## src/rtl/time_report_pkg.sv

```systemverilog
// Shared constants and types for the time read-out (UART report) path.
// Contents: ASCII constants, frame lengths, 24-bit time field layout,
// FSM state encoding and a prefix-character helper.
package time_report_pkg;

  // ASCII characters used in the report frame
  localparam logic [7:0] ASCII_0     = 8'h30;
  localparam logic [7:0] ASCII_COLON = 8'h3A;
  localparam logic [7:0] ASCII_DOT   = 8'h2E;
  localparam logic [7:0] ASCII_CR    = 8'h0D;
  localparam logic [7:0] ASCII_LF    = 8'h0A;
  localparam logic [7:0] ASCII_W     = 8'h57;
  localparam logic [7:0] ASCII_S     = 8'h53;

  localparam int unsigned FRAME_LEN_CRLF   = 14;
  localparam int unsigned FRAME_LEN_NOCRLF = 12;

  localparam int unsigned TIME_W  = 24;
  localparam int unsigned FIELD_W = 7;
  localparam int unsigned IDX_W   = 4;
  localparam int unsigned BYTE_W  = 8;

  // Bit positions of the packed time word
  localparam int unsigned MSEC_LSB = 0;
  localparam int unsigned MSEC_W   = 7;
  localparam int unsigned SEC_LSB  = 7;
  localparam int unsigned SEC_W    = 6;
  localparam int unsigned MIN_LSB  = 13;
  localparam int unsigned MIN_W    = 6;
  localparam int unsigned HOUR_LSB = 19;
  localparam int unsigned HOUR_W   = 5;

  // Packed time word, MSB field first: hour[23:19] min[18:13] sec[12:7] msec[6:0]
  typedef struct packed {
    logic [HOUR_W-1:0] hour;
    logic [MIN_W-1:0]  min;
    logic [SEC_W-1:0]  sec;
    logic [MSEC_W-1:0] msec;
  } time_t;

  typedef enum logic [2:0] {
    ST_IDLE,
    ST_SEND,
    ST_WAIT_ACK,
    ST_WAIT_DONE,
    ST_DONE
  } state_t;

  // Frame prefix: 'W' for watch mode, 'S' for stopwatch mode
  function automatic logic [BYTE_W-1:0] prefix_char(input logic sel_mode);
    return sel_mode ? ASCII_W : ASCII_S;
  endfunction

endpackage

```

## src/rtl/time_report_tx_if.sv

```systemverilog
// Byte handshake between the time reporter and the UART transmitter.
//   o_tx_data  : byte to transmit (reporter -> UART)
//   o_tx_start : one-cycle launch pulse (reporter -> UART)
//   i_tx_busy  : UART busy flag (UART -> reporter)
// master = reporter side, slave = UART side.
interface time_report_tx_if;
  import time_report_pkg::*;

  logic [BYTE_W-1:0] o_tx_data;
  logic              o_tx_start;
  logic              i_tx_busy;

  modport master (output o_tx_data, output o_tx_start, input i_tx_busy);
  modport slave  (input o_tx_data, input o_tx_start, output i_tx_busy);
endinterface

```

## src/rtl/time_report_tx_bin2ascii_2digit.sv

```systemverilog
// Combinational conversion of a 0..127 field value to two ASCII decimal
// digits, saturating at "99".
//   value  : 7-bit binary field value
//   tens_c : ASCII tens digit
//   ones_c : ASCII ones digit
module bin2ascii_2digit
  import time_report_pkg::*;
(
  input  logic [FIELD_W-1:0] value,
  output logic [BYTE_W-1:0]  tens_c,
  output logic [BYTE_W-1:0]  ones_c
);

  logic [FIELD_W-1:0] sat_c;

  // Clamp to 99, then split into decimal digits
  always_comb begin
    sat_c  = (value > 7'd99) ? 7'd99 : value;
    tens_c = ASCII_0 + 8'(sat_c / 7'd10);
    ones_c = ASCII_0 + 8'(sat_c % 7'd10);
  end

endmodule

```

## src/rtl/time_report_tx.sv

```systemverilog
// Serialises a snapshot of the packed 24-bit time into an ASCII frame
// "<W|S>HH:MM:SS.CC[CR LF]" one byte at a time over the UART TX handshake.
//   clk         : system clock
//   reset       : asynchronous active-low reset
//   i_send      : report request, accepted only when idle
//   i_sel_mode  : 1 = watch ('W'), 0 = stopwatch ('S')
//   i_time_data : packed time {hour[4:0], min[5:0], sec[5:0], msec[6:0]}
//   tx          : UART byte handshake (o_tx_data, o_tx_start, i_tx_busy)
//   o_busy      : frame in progress
//   o_done      : one-cycle pulse after the last byte completes
module time_report_tx
  import time_report_pkg::*;
#(
  parameter bit USE_CRLF = 1'b1
)(
  input  logic                clk,
  input  logic                reset,
  input  logic                i_send,
  input  logic                i_sel_mode,
  input  logic [TIME_W-1:0]   i_time_data,
  time_report_tx_if.master    tx,
  output logic                o_busy,
  output logic                o_done
);

  localparam int unsigned FRAME_LEN = USE_CRLF ? FRAME_LEN_CRLF : FRAME_LEN_NOCRLF;
  localparam logic [IDX_W-1:0] LAST_IDX = IDX_W'(FRAME_LEN - 1);

  state_t            state;
  logic [IDX_W-1:0]  idx;
  time_t             snap_time;
  logic              snap_mode;

  logic [BYTE_W-1:0] hour_t_c, hour_o_c;
  logic [BYTE_W-1:0] min_t_c,  min_o_c;
  logic [BYTE_W-1:0] sec_t_c,  sec_o_c;
  logic [BYTE_W-1:0] msec_t_c, msec_o_c;
  logic [BYTE_W-1:0] frame_byte_c;

  // Digit converters work from the snapshot only
  bin2ascii_2digit u_hour (
    .value  (FIELD_W'(snap_time.hour)),
    .tens_c (hour_t_c),
    .ones_c (hour_o_c)
  );

  bin2ascii_2digit u_min (
    .value  (FIELD_W'(snap_time.min)),
    .tens_c (min_t_c),
    .ones_c (min_o_c)
  );

  bin2ascii_2digit u_sec (
    .value  (FIELD_W'(snap_time.sec)),
    .tens_c (sec_t_c),
    .ones_c (sec_o_c)
  );

  bin2ascii_2digit u_msec (
    .value  (snap_time.msec),
    .tens_c (msec_t_c),
    .ones_c (msec_o_c)
  );

  // Frame byte selected by the current index
  always_comb begin
    frame_byte_c = 8'h00;
    case (idx)
      4'd0:    frame_byte_c = prefix_char(snap_mode);
      4'd1:    frame_byte_c = hour_t_c;
      4'd2:    frame_byte_c = hour_o_c;
      4'd3:    frame_byte_c = ASCII_COLON;
      4'd4:    frame_byte_c = min_t_c;
      4'd5:    frame_byte_c = min_o_c;
      4'd6:    frame_byte_c = ASCII_COLON;
      4'd7:    frame_byte_c = sec_t_c;
      4'd8:    frame_byte_c = sec_o_c;
      4'd9:    frame_byte_c = ASCII_DOT;
      4'd10:   frame_byte_c = msec_t_c;
      4'd11:   frame_byte_c = msec_o_c;
      4'd12:   frame_byte_c = ASCII_CR;
      4'd13:   frame_byte_c = ASCII_LF;
      default: frame_byte_c = 8'h00;
    endcase
  end

  // Frame sequencer with registered outputs
  always_ff @(posedge clk or negedge reset) begin
    if (!reset) begin
      state         <= ST_IDLE;
      idx           <= '0;
      snap_time     <= '0;
      snap_mode     <= 1'b0;
      tx.o_tx_data  <= 8'h00;
      tx.o_tx_start <= 1'b0;
      o_busy        <= 1'b0;
      o_done        <= 1'b0;
    end else begin
      tx.o_tx_start <= 1'b0;
      o_done        <= 1'b0;
      unique case (state)
        ST_IDLE: begin
          if (i_send) begin
            snap_time <= time_t'(i_time_data);
            snap_mode <= i_sel_mode;
            idx       <= '0;
            o_busy    <= 1'b1;
            state     <= ST_SEND;
          end
        end
        ST_SEND: begin
          if (!tx.i_tx_busy) begin
            tx.o_tx_data  <= frame_byte_c;
            tx.o_tx_start <= 1'b1;
            state         <= ST_WAIT_ACK;
          end
        end
        // Wait for the UART to pick up the byte
        ST_WAIT_ACK: begin
          if (tx.i_tx_busy) begin
            state <= ST_WAIT_DONE;
          end
        end
        // Wait for the byte to finish, then advance or finish the frame
        ST_WAIT_DONE: begin
          if (!tx.i_tx_busy) begin
            if (idx == LAST_IDX) begin
              o_done <= 1'b1;
              state  <= ST_DONE;
            end else begin
              idx   <= idx + 4'd1;
              state <= ST_SEND;
            end
          end
        end
        ST_DONE: begin
          o_busy <= 1'b0;
          state  <= ST_IDLE;
        end
        default: begin
          o_busy <= 1'b0;
          state  <= ST_IDLE;
        end
      endcase
    end
  end

endmodule

```

## src/flat_wrapper.sv

```systemverilog
// flat-port wrapper written by rule: the top's interface ports become plain ports
module time_report_tx_flat import time_report_pkg::*;
#(
  parameter bit USE_CRLF = 1'b1
)
  (clk, reset, i_send, i_sel_mode, i_time_data, o_busy, o_done, tx_o_tx_data, tx_o_tx_start, tx_i_tx_busy);
  time_report_tx_if tx_i ();
  input  logic clk;
  input  logic reset;
  input  logic i_send;
  input  logic i_sel_mode;
  input  logic [TIME_W-1:0] i_time_data;
  output logic o_busy;
  output logic o_done;
  output wire logic [$bits(tx_i.o_tx_data)-1:0] tx_o_tx_data;
  output wire logic [$bits(tx_i.o_tx_start)-1:0] tx_o_tx_start;
  input wire logic [$bits(tx_i.i_tx_busy)-1:0] tx_i_tx_busy;
  assign tx_o_tx_data = tx_i.o_tx_data;
  assign tx_o_tx_start = tx_i.o_tx_start;
  assign tx_i.i_tx_busy = tx_i_tx_busy;
  time_report_tx #(.USE_CRLF(USE_CRLF)) u_core (.clk(clk), .reset(reset), .i_send(i_send), .i_sel_mode(i_sel_mode), .i_time_data(i_time_data), .tx(tx_i), .o_busy(o_busy), .o_done(o_done));
endmodule
```

## config.mk

```make
export PLATFORM = sky130hd
export DESIGN_NAME = time_report_tx_flat
export DESIGN_NICKNAME = d
export VERILOG_FILES = /design/src/rtl/time_report_pkg.sv /design/src/rtl/time_report_tx_if.sv /design/src/rtl/time_report_tx_bin2ascii_2digit.sv /design/src/rtl/time_report_tx.sv /design/src/flat_wrapper.sv
export SDC_FILE = /design/constraint.sdc
export NUM_CORES = 1
export LEC_CHECK = 0
export CORE_ASPECT_RATIO = 1.2
export CORE_MARGIN = 8
export CORE_UTILIZATION = 62
export CTS_BUF_LIST = sky130_fd_sc_hd__clkbuf_8
export DETAILED_ROUTE_END_ITERATION = 8
export PLACE_DENSITY = 0.92
export SYNTH_ARGS = -nofsm -noshare
export SYNTH_HDL_FRONTEND = slang
export SYNTH_HIERARCHICAL = 1
export SYNTH_SLANG_ARGS = --single-unit
export TNS_END_PERCENT = 30
```

## constraint.sdc

```tcl
create_clock -name clk -period 7.2 [get_ports clk]
set_clock_uncertainty 0.05 [all_clocks]
set_input_delay 0.72 -clock clk [delete_from_list [all_inputs] [get_ports clk]]
set_output_delay 0.72 -clock clk [all_outputs]
set_load 0.01 [all_outputs]
```

### After elaboration in Yosys (flattened, before gate mapping)

Cells that the tools add are included.

| word-level totals | value |
|---|---|
| output and inout bits | 11 |
| register bits after elaboration | 43 |
| input port bits | 29 |
| logic and storage cells | 88 |

| operators by class | value |
|---|---|
| div/mod/pow operators | 8 |
| $add $sub $neg | 9 |
| reductions and logical operators | 10 |
| mux-type cells | 23 |
| $lt $le $gt $ge | 4 |
| bitwise gates (word level) | 2 |
| equal/unequal tests | 21 |

Operators by type and width:

| kind | number |
|---|---|
| $pmux W8 S13 | 1 |
| $add A6 B8 Y8 const A | 8 |
| $div A7 B4 Y8 const B | 4 |
| $mod A7 B4 Y8 const B | 4 |
| $mux W7 | 4 |
| $eq A4 B4 Y1 const B | 6 |
| $mux W3 | 6 |
| $eq A4 B3 Y1 const B | 4 |
| $gt A6 B7 Y1 const B | 2 |
| $mux W4 | 3 |
| $pmux W3 S4 | 1 |
| $ne A2 B2 Y1 const B | 5 |
| $eq A4 B2 Y1 const B | 2 |
| $pmux W4 S2 | 1 |
| $reduce_and A4 Y1 | 2 |
| $gt A5 B7 Y1 const B | 1 |
| $gt A7 B7 Y1 const B | 1 |
| $eq A3 B2 Y1 const B | 2 |
| $mux W1 | 6 |
| $reduce_and A2 Y1 | 3 |
| $add A4 B1 Y4 const B | 1 |
| $eq A4 B1 Y1 const B | 1 |
| $logic_not A4 Y1 | 1 |
| $eq A3 B1 Y1 const B | 1 |
| 6 further kinds | 7 |

### Depth between registers and ports, before layout

| depth | value |
|---|---|
| depth after elaboration | 5 |
| depth in mapped cells | 27 |
| gate-level depth less buffers | 26 |

### By module

The synthesis kept the hierarchy.

By module, submodules not included:

| module | seq. area each (um2) | instances | cells an instance | area each (um2) |
|---|---|---|---|---|
| bin2ascii_2digit (u_core.u_hour ...) | 0.0 | 3 | 154 | 1,013.5 |
| time_report_tx | 1,076.0 | 1 | 223 | 2,311.0 |
| bin2ascii_2digit (u_core.u_sec) | 0.0 | 1 | 145 | 978.4 |

### Worst setup path after synthesis

OpenSTA, ideal clock, no wires.

| timing | value |
|---|---|
| kind | register to register |
| from | reg u_core/snap_time[4] (netlist bit) |
| to | reg u_core.tx.o_tx_data[7] |
| data arrival time | 4.738 ns |
| cell stages (with the launch flop) | 25 |
| path buffers | 1 |
| library setup time | 0.121 ns |
| required time | 7.029 ns |
| setup slack | 2.291 ns |
| period minus slack after synthesis | 4.909 ns |
| path through | dfrtp_1 > clkbuf_1 > and2_1 > ha_1 > and2_1 > nand3_1 > o21ai_0 > inv_1 > ha_1 > or2_2 > a21oi_1 > o221ai_1 > nand2_1 > a21oi_1 > xnor2_1 > ha_1 > nand2_1 > or4b_1 > o211ai_1 > a32o_1 > o21ai_1 > a221o_1 > a222oi_1 > o21ai_0 > o22a_1 |

| between the ends | value |
|---|---|
| cells in the longest elaborated chain, start to end | 5 |
| elaborated cells on any way between the ends | 7 |
| classes of those cells | 2 x add/sub; 2 x div; 1 x order compare; 2 x mux |

Ends and longest elaborated chain:

| what | RTL line | text |
|---|---|---|
| start, declared | time_report_tx.sv:31 | `time_t snap_time;` |
| start signal, assigned | time_report_tx.sv:104 | `snap_time <= time_t'(i_time_data);` |
| $gt A7 B7 Y1 | time_report_tx_bin2ascii_2digit.sv:18 | `sat_c = (value > 7'd99) ? 7'd99 : value;` |
| $mux W7 (*) | time_report_tx_bin2ascii_2digit.sv:18 |  |
| $mod A7 B4 Y8 (*) | time_report_tx_bin2ascii_2digit.sv:20 | `ones_c = ASCII_0 + 8'(sat_c % 7'd10);` |
| $add A6 B8 Y8 (*) | time_report_tx_bin2ascii_2digit.sv:20 |  |
| via u_core.msec_o_c[7] | time_report_tx.sv:37 | `logic [BYTE_W-1:0] msec_t_c, msec_o_c;` |
| $pmux W8 S13 (*) | time_report_tx.sv:68 | `case (idx)` |
| end signal, assigned | time_report_tx.sv:113 | `tx.o_tx_data <= frame_byte_c;` |
| end, declared | time_report_tx_if.sv:13 | `modport master (output o_tx_data, output o_tx_start, input i_tx_busy);` |

Mark *: on every way through the listed nets, which the timed path passes. The rest lies on a longest branch.
A chain may end at the register's enable or synchronous reset.

### Worst setup path after layout

| timing | value |
|---|---|
| from | reg u_core/snap_time[6] (netlist bit) |
| to | reg u_core.tx.o_tx_data[6] |

The elaborated chain is that of the path after synthesis.

==> impl_metrics.env <==
export IMPL_h_tree_depth=2
export IMPL_drc=0
export IMPL_grt_overflow=0
export IMPL_period_needed_ns=5.63
export IMPL_ys_ff_latch=43
export IMPL_grt_pass1_vias=6106
export IMPL_ctsHoldBuffers=0
export IMPL_required_ns=7.31
export IMPL_cts_setup_buffers=0
export IMPL_yosysWarnings=6
export IMPL_hpwl_mm=12.1
export IMPL_syn_avg_cell_area_um2=7.63
export IMPL_synth_main_ff_cell="dfrtp_1"
export IMPL_setup_viol=0
export IMPL_cpMostUsedCell="ha_1"
export IMPL_core_area_um2=9960
export IMPL_slowest_stage="dfrtp_1"
export IMPL_finalHoldViolations=0
export IMPL_clk_pin_slew_ns=0.08
export IMPL_cp_max_fo=13
export IMPL_ctsResizeCount=0
export IMPL_synth_cells=830
export IMPL_ys_seq_area_share_pct=17.0
export IMPL_cp_end_kind="register"
export IMPL_seqCellArea_um2=1080
export IMPL_die_w_um=108
export IMPL_grt_setup_unrepaired="false"
export IMPL_finalNetCount=889
export IMPL_cts_tree="yes"
export IMPL_wl_per_cell_um=16.7
export IMPL_port_buffers=39
export IMPL_max_freq_mhz=178
export IMPL_totalWireLength_mm=16.0
export IMPL_grt_pass1_wl_mm=27.3
export IMPL_ios=40
export IMPL_synth_area_leaders="dfrtp_1 17%, nand2_1 5.6%, ha_1 4.7%"
export IMPL_path_class="reg2reg"
export IMPL_maxCapViolCount=0
export IMPL_insertion_delay_ns=0.29
export IMPL_finalCritPeriodShare_pct=78.2
export IMPL_fp_row_count=40
export IMPL_dr_pass1_iters=6
export IMPL_synth_async_reset_ratio_pct=100
export IMPL_area_growth_pct=6.23
export IMPL_track_usage_pct=23.0
export IMPL_cts_root_buf="clkbuf_8"
export IMPL_slew_viol_final=0
export IMPL_num_vias=6392
export IMPL_grt_max_degree=44
export IMPL_critPathMaxStageDelay_ns=0.50
export IMPL_drive_gt1_share_pct=10.4
export IMPL_status="finished clean"
export IMPL_antenna_found_initial=0
export IMPL_routabilityCongestion=0.933
export IMPL_ant_nets=0
export IMPL_die_y_um=127
export IMPL_multi_input_area_um2=4810
export IMPL_slew_headroom_pct=32.1
export IMPL_start_kind="register"
export IMPL_fin_setup_tns_ns=0
export IMPL_nFillCells=823
export IMPL_fin_ws_ns=1.57
export IMPL_cts_sinks=43
export IMPL_synth_area_leader_cell="dfrtp_1"
export IMPL_synth_edf_count=0
export IMPL_yosys_area_top_type_share_pct=17.0
export IMPL_cp_arrival_ns=5.74
export IMPL_ys_types=87
export IMPL_holdCritPathClass="reg2reg"
export IMPL_fp_dieArea_um2=13700
export IMPL_start_util_pct=63.6
export IMPL_max_slew_worst_pin_slew_ns=1.02
export IMPL_via_per_inst=6.64
export IMPL_drt_iter0_markers=450
export IMPL_clock_path_buffers=2
export IMPL_num_antenna_cells=0
export IMPL_place_ws_ns=1.67
export IMPL_numCtsBuffers=5
export IMPL_synthesis_area_um2=6330
## cell type report
cell class,count,share of cell area (%)
clock inverter,2,0.502
multi-input combinational,699,71.5
clock buffer,5,1.02
timing repair buffer,41,5.95
inverter,46,2.64
tap,126,2.34
sequential,43,16.0
## state kept, by name (all words and copies together) (netlist names)
| signal | flops |
|---|---|
| u_core/tx.o_tx_data | 8 |
| u_core/snap_mode | 1 |
| u_core/o_busy | 1 |
| u_core/o_done | 1 |
| u_core/tx.o_tx_start | 1 |
| u_core/idx | 4 |
| u_core/state | 3 |
| u_core/snap_time | 24 |
## metrics by stage
step	hold slack [ns]	instance area, um2	utilization (%)	instances
final	0.461	6720	67.5	962
after global routing	0.501	6720	67.5	962
after CTS	0.468	6720	67.5	962
after detailed placement	0.440	6620	66.5	955
after global placement	0.420	6620	66.5	955
after floorplan	0.374	6390	-	845
## cell usage in the layout, fill, tap and decap left out, types with 6 or more instances in the layout
master           synthesis  routed
dfrtp_1                 43      43
nand2_1                 95      95
o2111a_1                 7       7
o311ai_0                 7       7
o211a_1                 10      10
xnor2_1                 16      16
a22oi_1                 16      16
nor3_1                  18      18
inv_1                   45      46
nand3_1                 21      21
or3_4                    6       6
o21ai_0                 43      43
conb_1                   9      24
nor2b_1                 16      16
nor2_1                  54      54
a211o_1                  7       7
a21boi_0                 7       7
o211ai_1                19      19
a211oi_1                11      11
nand4_1                 11      11
mux2_2                  25      25
or2_2                    7       7
a21oi_1                 41      41
clkdlybuf4s50_1          0      38
a21o_1                   8       8
and2_1                  21      21
nand2b_1                26      26
ha_1                    24      24
## Yosys cell counts (all sizes together) (22+ instances only)
library cell / n
nand2: 99
ha: 24
dfrtp: 43
o21ai: 46
nand2b: 26
inv: 45
a21oi: 44
o211ai: 22
nor2: 55
mux2: 25
buf: 48
## final timing paths
| check | start | to | slack, ns | cells past startpoint |
|---|---|---|---|---|
| worst min-delay path | u_core/o_busy | u_core/o_busy | 0.46 | 2 |
| worst max register to register | u_core/snap_time[6] | u_core/tx.o_tx_data[6] | 1.57 | 26 |
| worst max-delay path | u_core/snap_time[6] | u_core/tx.o_tx_data[6] | 1.57 | 26 |
| min in group asynchronous | reset | u_core/snap_time[19] | 0.54 | 1 |
| worst min register to register | u_core/o_busy | u_core/o_busy | 0.46 | 2 |
| max in group asynchronous | reset | u_core/snap_time[17] | 5.92 | 1 |
## layer usage
metal | part of all wire [%] | routed length [um] | up-vias | global-route usage, %
met3 | 5.2 | 832 | 39 | 2.18
li1 | - | - | 3080 | -
met2 | 50 | 8030 | 260 | 40.1
met1 | 42 | 6780 | 3013 | 28.0
met4 | 2.4 | 383 | 0 | 9.25
met5 | 0 | 0 | - | 0
## cells by family after synthesis
kind of cell / synth area share, %
flops: 17.0
xor+xnor: 2.49
compound gates: 34.8
simple gates: 27.3
mux: 5.08
other cells: 0.534
fa+ha+maj: 4.74
buf+inv: 8.01
## critical path: cells and delay by family, from the launching register on
| family | cells | cell delay [ns] |
|---|---|---|
| simple gates | 11 | 2.10 |
| compound gates | 8 | 1.53 |
| fa+ha+maj | 4 | 0.90 |
| flops | 1 | 0.50 |
| xor+xnor | 2 | 0.34 |
| buf+inv | 1 | 0.09 |
Power is left out: the tool's default activity adds up to more than one toggle a clock period on the data nets, which glitch-free logic cannot reach.
